File: src/rtl/program_sequencer.sv
// Instruction-address sequencer: registered PC with sequential fetch, absolute jump,
// signed relative branch and a LIFO call/return stack with sticky fault flags.
module program_sequencer #(
  parameter int ADDR_W      = 16,
  parameter int OFF_W       = 8,
  parameter int STACK_DEPTH = 8,
  parameter int RESET_ADDR  = 0,
  parameter int STEP        = 1,
  localparam int DEPTH_W    = $clog2(STACK_DEPTH + 1)
) (
  input  logic              clk,
  input  logic              reset,
  input  logic              CE,
  input  logic              load,
  input  logic [2:0]        op,
  input  logic [ADDR_W-1:0] IN,
  input  logic [OFF_W-1:0]  OFFSET,
  output logic [ADDR_W-1:0] OUT,
  output logic [DEPTH_W-1:0] depth,
  output logic              ovf,
  output logic              unf
);

  localparam int IDX_W = (STACK_DEPTH > 1) ? $clog2(STACK_DEPTH) : 1;
  localparam logic [ADDR_W-1:0]  RESET_V = ADDR_W'(RESET_ADDR);
  localparam logic [ADDR_W-1:0]  STEP_V  = ADDR_W'(STEP);
  localparam logic [DEPTH_W-1:0] FULL_V  = DEPTH_W'(STACK_DEPTH);

  typedef enum logic [2:0] {
    OP_NEXT   = 3'b000,
    OP_JUMP   = 3'b001,
    OP_BRANCH = 3'b010,
    OP_CALL   = 3'b011,
    OP_RET    = 3'b100
  } op_e;

  logic [ADDR_W-1:0]  r_pc;
  logic [DEPTH_W-1:0] r_depth;
  logic               r_ovf;
  logic               r_unf;

  logic [ADDR_W-1:0]  w_pc_next;
  logic [DEPTH_W-1:0] w_depth_next;
  logic               w_ovf_next;
  logic               w_unf_next;
  logic               w_push;
  logic [ADDR_W-1:0]  w_ret_addr;
  logic [ADDR_W-1:0]  w_branch_addr;
  logic [ADDR_W-1:0]  w_top;
  logic [IDX_W-1:0]   w_push_idx;
  logic [IDX_W-1:0]   w_top_idx;
  logic               w_empty;
  logic               w_full;
  logic [ADDR_W-1:0]  w_stack [STACK_DEPTH];

  assign w_empty       = (r_depth == '0);
  assign w_full        = (r_depth == FULL_V);
  assign w_ret_addr    = r_pc + STEP_V;
  assign w_branch_addr = r_pc + ADDR_W'($signed(OFFSET));
  assign w_push_idx    = IDX_W'(r_depth);
  // Clamp the pop index when empty so the read never leaves the array bounds.
  assign w_top_idx     = w_empty ? '0 : IDX_W'(r_depth - 1'b1);
  assign w_top         = w_stack[w_top_idx];

  always_comb begin
    w_pc_next    = r_pc;
    w_depth_next = r_depth;
    w_ovf_next   = r_ovf;
    w_unf_next   = r_unf;
    w_push       = 1'b0;
    if (load) begin
      w_pc_next = IN;
    end else begin
      case (op)
        OP_NEXT:   w_pc_next = w_ret_addr;
        OP_JUMP:   w_pc_next = IN;
        OP_BRANCH: w_pc_next = w_branch_addr;
        OP_CALL: begin
          if (w_full) begin
            w_ovf_next = 1'b1;
          end else begin
            w_push       = 1'b1;
            w_depth_next = r_depth + 1'b1;
            w_pc_next    = IN;
          end
        end
        OP_RET: begin
          if (w_empty) begin
            w_unf_next = 1'b1;
          end else begin
            w_depth_next = r_depth - 1'b1;
            w_pc_next    = w_top;
          end
        end
        default: w_pc_next = r_pc;
      endcase
    end
  end

  always_ff @(posedge clk) begin
    if (!reset) begin
      r_pc    <= RESET_V;
      r_depth <= '0;
      r_ovf   <= 1'b0;
      r_unf   <= 1'b0;
    end else if (CE) begin
      r_pc    <= w_pc_next;
      r_depth <= w_depth_next;
      r_ovf   <= w_ovf_next;
      r_unf   <= w_unf_next;
    end
  end

  // Stack entries carry no reset: contents are only meaningful below r_depth.
  genvar gi;
  generate
    for (gi = 0; gi < STACK_DEPTH; gi++) begin : g_stack
      logic [ADDR_W-1:0] r_entry;
      always_ff @(posedge clk) begin
        if (reset && CE && w_push && (w_push_idx == IDX_W'(gi))) begin
          r_entry <= w_ret_addr;
        end
      end
      assign w_stack[gi] = r_entry;
    end
  endgenerate

  assign OUT   = r_pc;
  assign depth = r_depth;
  assign ovf   = r_ovf;
  assign unf   = r_unf;

endmodule

File: config.mk
export PLATFORM = sky130hd
export DESIGN_NAME = program_sequencer
export DESIGN_NICKNAME = d
export VERILOG_FILES = /design/src/rtl/program_sequencer.sv
export SDC_FILE = /design/constraint.sdc
export NUM_CORES = 1
export LEC_CHECK = 0
export ABC_AREA = 1
export CAP_MARGIN = 10
export CELL_PAD_IN_SITES_DETAIL_PLACEMENT = 1
export CELL_PAD_IN_SITES_GLOBAL_PLACEMENT = 2
export CORE_UTILIZATION = 40
export DETAILED_ROUTE_END_ITERATION = 8
export PLACE_DENSITY_LB_ADDON = 0.1
export SLEW_MARGIN = 5
export SYNTH_ARGS = -nofsm -noshare
export SYNTH_HDL_FRONTEND = slang
export SYNTH_SLANG_ARGS = --single-unit
File: constraint.sdc
create_clock -name clk -period 9 [get_ports clk]
set_clock_uncertainty 0.2 [all_clocks]
set_input_delay 2.25 -clock clk [delete_from_list [all_inputs] [get_ports clk]]
set_output_delay 2.25 -clock clk [all_outputs]
set_load 0.05 [all_outputs]
Word-level counts from Yosys, hierarchy flattened
Index checks and enable logic that the tools add are counted.
- $add $sub $neg: 4
- magnitude comparators: 1
- equal/unequal tests: 16
- multiplexer cells: 14
- bitwise logic cells: 2
- reduce and logical (&&, ||, !) cells: 19
- operators with widths (kind ; count):
    2-to-1 mux 16 bit ; 5
    one-hot mux 16 bit (5 select lines) ; 1
    binary-select mux 16 bit (select 3 bit) ; 1
    adder 16 x 1 -> 16 bit, second input constant ; 1
    adder 16 bit ; 1
    == test 3 bit, second input constant ; 5
    == test 3 x 2 -> 1 bit, second input constant ; 4
    AND reduction 4 bit ; 3
    logical AND 1 bit ; 10
    2-to-1 mux 4 bit ; 2
    one-hot mux 4 bit (2 select lines) ; 1
    == test 3 x 1 -> 1 bit, second input constant ; 2
    logical NOT 3 bit ; 2
    inequality test 3 bit, second input constant ; 2
    nonzero test 6 bit ; 1
    AND reduction 5 bit ; 1
    adder 4 x 1 -> 4 bit, second input constant ; 1
    == test 4 bit, second input constant ; 1
    >= comparator 4 bit, second input constant ; 1
    logical NOT 4 bit ; 1
    inequality test 2 bit, second input constant ; 2
    NOT 3 -> 4 bit ; 1
    subtractor 4 x 1 -> 4 bit, second input constant ; 1
    2-to-1 mux 1 bit ; 3
    other kinds (3) ; 3
- register bits after elaboration: 150
- input port bits: 31
- output and inout bits: 22
- logic and storage cells: 68

Longest topological paths before layout
- word-level depth: 9
- gate-level depth with buffers: 17
- gate-level depth less buffers: 15

Worst setup path before layout
No wires, ideal clock.
- kind: input -> register
- from: in op[2]
- to: reg g_stack[5].r_entry[0], enable pin
- setup time: 0.389 ns
- arrival time: 3.892 ns
- data required time: 8.411 ns
- setup slack: 4.520 ns
- stages on the path: 7
- path buffers: 0
- cells stage by stage: inv_1 -> nand2_1 -> nor2_1 -> inv_1 -> nor4_1 -> nand2_1 -> nor2_1
- cells in the longest elaborated chain, start to end: 5
- ends and longest elaborated chain (item ; line ; text):
    start: declaration ; 15 ; input logic [2:0] op,
    == test 3 x 2 -> 1 bit ; 74 ; case (op)
    2-to-1 mux 1 bit ; 74 ;
    2-to-1 mux 1 bit ; 71 ; if (load) begin
    logical AND 1 bit (2 in series) ; 120 ; if (reset && CE && w_push && (w_push_idx == IDX_W'(gi))) begin
    end signal: assignment ; 121 ; r_entry <= w_ret_addr;
    end: declaration ; 118 ; logic [ADDR_W-1:0] r_entry;
Every way passes these cells.
A chain may end at the register's enable or synchronous reset.

Worst setup path in the final report
- from: in reset
- to: reg g_stack[6].r_entry[11], enable pin
- cells in the longest elaborated chain, start to end: 3
- ends and longest elaborated chain (item ; line ; text):
    start: declaration ; 12 ; input logic reset,
    logical AND 1 bit (3 in series) ; 120 ;
    end signal: assignment ; 121 ;
    end: declaration ; 118 ;
Every way passes these cells.

==> reports/results.txt <==
die height - 142 um
CP Cell Sequence - clkdlybuf4s50_1 -> inv_1 -> nor4_1 -> nand2_1 -> nor2_2
power share of the combinational group - 15.8%
worst slew pin tran - 1.17 ns
top-count cell post-synth - nand2_1
Via-to-Cell Ratio - 5.26
YS warnings - 0
Final Critical Period - 5.10 ns
multi-input logic area - 3000 um^2
Core Util, Final - 48.2%
post-CTS setup buffer count - 0
FF/Latch Area - 4280 um^2
Slew headroom - 21.3%
initial antenna violation count - 0
# IOs - 53
hold slack - 0.289 ns
area grow syn2layout - 16.6%
Post-synth top cells - 226 x nand2_1, 128 x edfxtp_1, 128 x nand3_1
Port Buf Inserts - 52
Die ar. - 20200 um^2
final hold violation count - 0
cts bufs inserted - 17
Syn Area/Cell - 8.80 um^2
global-route wire length before repair - 35.6 mm
dpl hpwl - 16.2 mm
Design Area, Final - 9140 um^2
CTS root buf - clkbuf_16
clock slew at reported path FFs - 0.06 ns
WS Path Type - primary input to register
starting density of the core - 41.4%
clk sinks - 150
Worst path max stage delay - 0.82 ns
Max Transition Viols Final - 0
switching share of power - 27.0%
maximum clock insertion buffer count - 2
P_int - 1.28 mW
Power Density - 192 nW/um^2
Flop pwr share - 44.5%
hold_buf cts - 0
setup violators final - 0
Synth async-reset ratio - 0%
Worst Path Max Fanout - 17
Reg2Reg Depth - 13
Setup WS pre-CTS - 3.14 ns
vias - 6352
Peak VDD IR - 0.118 mV
Yosys top cell by area - edfxtp_1
antenna cell count - 0
CP Launch Type - primary input
Chip Width - 142 um
Fmax - 0.196 GHz
Total Wirelength - 22.6 mm
status - finished, final reports clean
WL per Instance - 18.7 um
Worst Hold Class - register to register
RSZ-0062 raised after global routing - false
EDFF count, synth - 128
CP arrival - 4.94 ns
Psw - 0.475 mW
residual DRC count - 0
vias in the first global route - 6390
cell count after synthesis - 891
Worst Path Required - 8.84 ns
sequential fraction of the synthesis area - 54.6%
clock network fraction of total power - 39.7%
Post-synth top flop - edfxtp_1
CTS resizes - 0
global route total overflow - 0
placed inst area - 8570 um^2
number of DRC markers in iteration 0 - 391
worst skew pair latency - 0.41 ns
Mapped Area - 7840 um^2
final RePlAce weighted congestion - 0.813
hold-critical path depth - 2
TNS Setup - 0 ns
htree depth - 4
fraction of layout cells with a size suffix above 1 - 5.06%
GRT Resource Usage Total - 23.5%
post-synthesis cell type count - 35
CTS tree - built
Fillers - 2233
core footprint - 19000 um^2
antenna viol nets, final - 0
Crit. End Element - register
Rows - 50
Synth Register Bits - 150
largest net degree at the start of global routing - 45
final critical-path share of the clock period - 56.6%
Lkg Pwr - 3.68 nW
1st-pass router iterations - 4
maxcap violations - 0
setup ws final - 3.90 ns
Total Nets Final - 992
Area contributors post-synth - edfxtp_1 49%, nand2_1 11%, nand3_1 8.2%
Crit-path slowest cell - clkdlybuf4s50_1
Net Count, Synth - 946
post-synth top area share - 49.0%
kinds of logic (layout without fill, tap and decap cells):
kind of cell / Yosys count / count (layout) / share of synthesized area, %
XOR/XNOR: 14 / 14 / 1.56
AO/OA/AOI/OAI: 111 / 111 / 7.85
adder cells (fa/ha/maj): 24 / 24 / 3.92
AND/OR/NAND/NOR: 457 / 457 / 24.8
flip-flops: 150 / 150 / 54.6
buffers and inverters: 135 / 192 / 7.20
routing by layer:
metal | share of wire [%] | wire length, um | global-route usage (%) | vias to the layer above
met1 | 48 | 10900 | 31.9 | 3127
met5 | 0 | 0 | 0 | -
met2 | 47 | 10700 | 38.8 | 115
li1 | - | - | - | 3086
met4 | 1.6 | 371 | 7.41 | 0
met3 | 2.9 | 661 | 3.23 | 24
critical path: cells and delay by family:
| kind | cells | cell delay [ns] |
|---|---|---|
| AND/OR/NAND/NOR | 3 | 1.60 |
| buffers and inverters | 2 | 1.07 |
worst paths after layout:
path	slack (ns)	end	start
setup / recovery	3.90	g_stack[6].r_entry[11]	reset
hold / removal	0.29	unf	unf
setup reg to reg	4.84	OUT[13]	depth[0]
hold reg to reg	0.29	unf	unf
power groups by stage:
stage,Clock [mW],Combinational [mW],Sequential (mW)
floorplan,0,0.166,0.815
global placement,0,0.270,0.797
detailed placement,0,0.278,0.797
CTS,0.705,0.280,0.783
global route,0.729,0.309,0.784
finish,0.697,0.278,0.783
cell usage in the layout (no fill, tap or decap), drive strengths merged, types with 20 or more instances in the layout:
| cell type | instances |
|---|---|
| a21oi | 47 |
| clkbuf | 20 |
| clkdlybuf4s50 | 52 |
| dfxtp | 22 |
| edfxtp | 128 |
| ha | 23 |
| inv | 100 |
| nand2 | 229 |
| nand3 | 129 |
| nor2 | 80 |
| o21ai | 41 |
cell type report:
class / instances / area share, %
multi-input cells: 606 / 32.8
clock buffers: 20 / 4.78
flip-flops and latches: 150 / 46.9
clock inverters: 10 / 1.45
repair buffers: 60 / 6.35
inverters: 102 / 4.19
well taps: 260 / 3.56
through the flow:
stage	std cells	power, mW
floorplan	891	0.981
global placement	1178	1.07
detailed placement	1178	1.08
CTS	1208	1.77
global route	1208	1.82
finish	1208	1.76
sequential cells by signal, indices dropped and copies added, names as in the netlist:
register / count
OUT: 16
g_stack.r_entry: 128
ovf: 1
depth: 4
unf: 1
No activity file was read; power rests on OpenSTA's default activity.
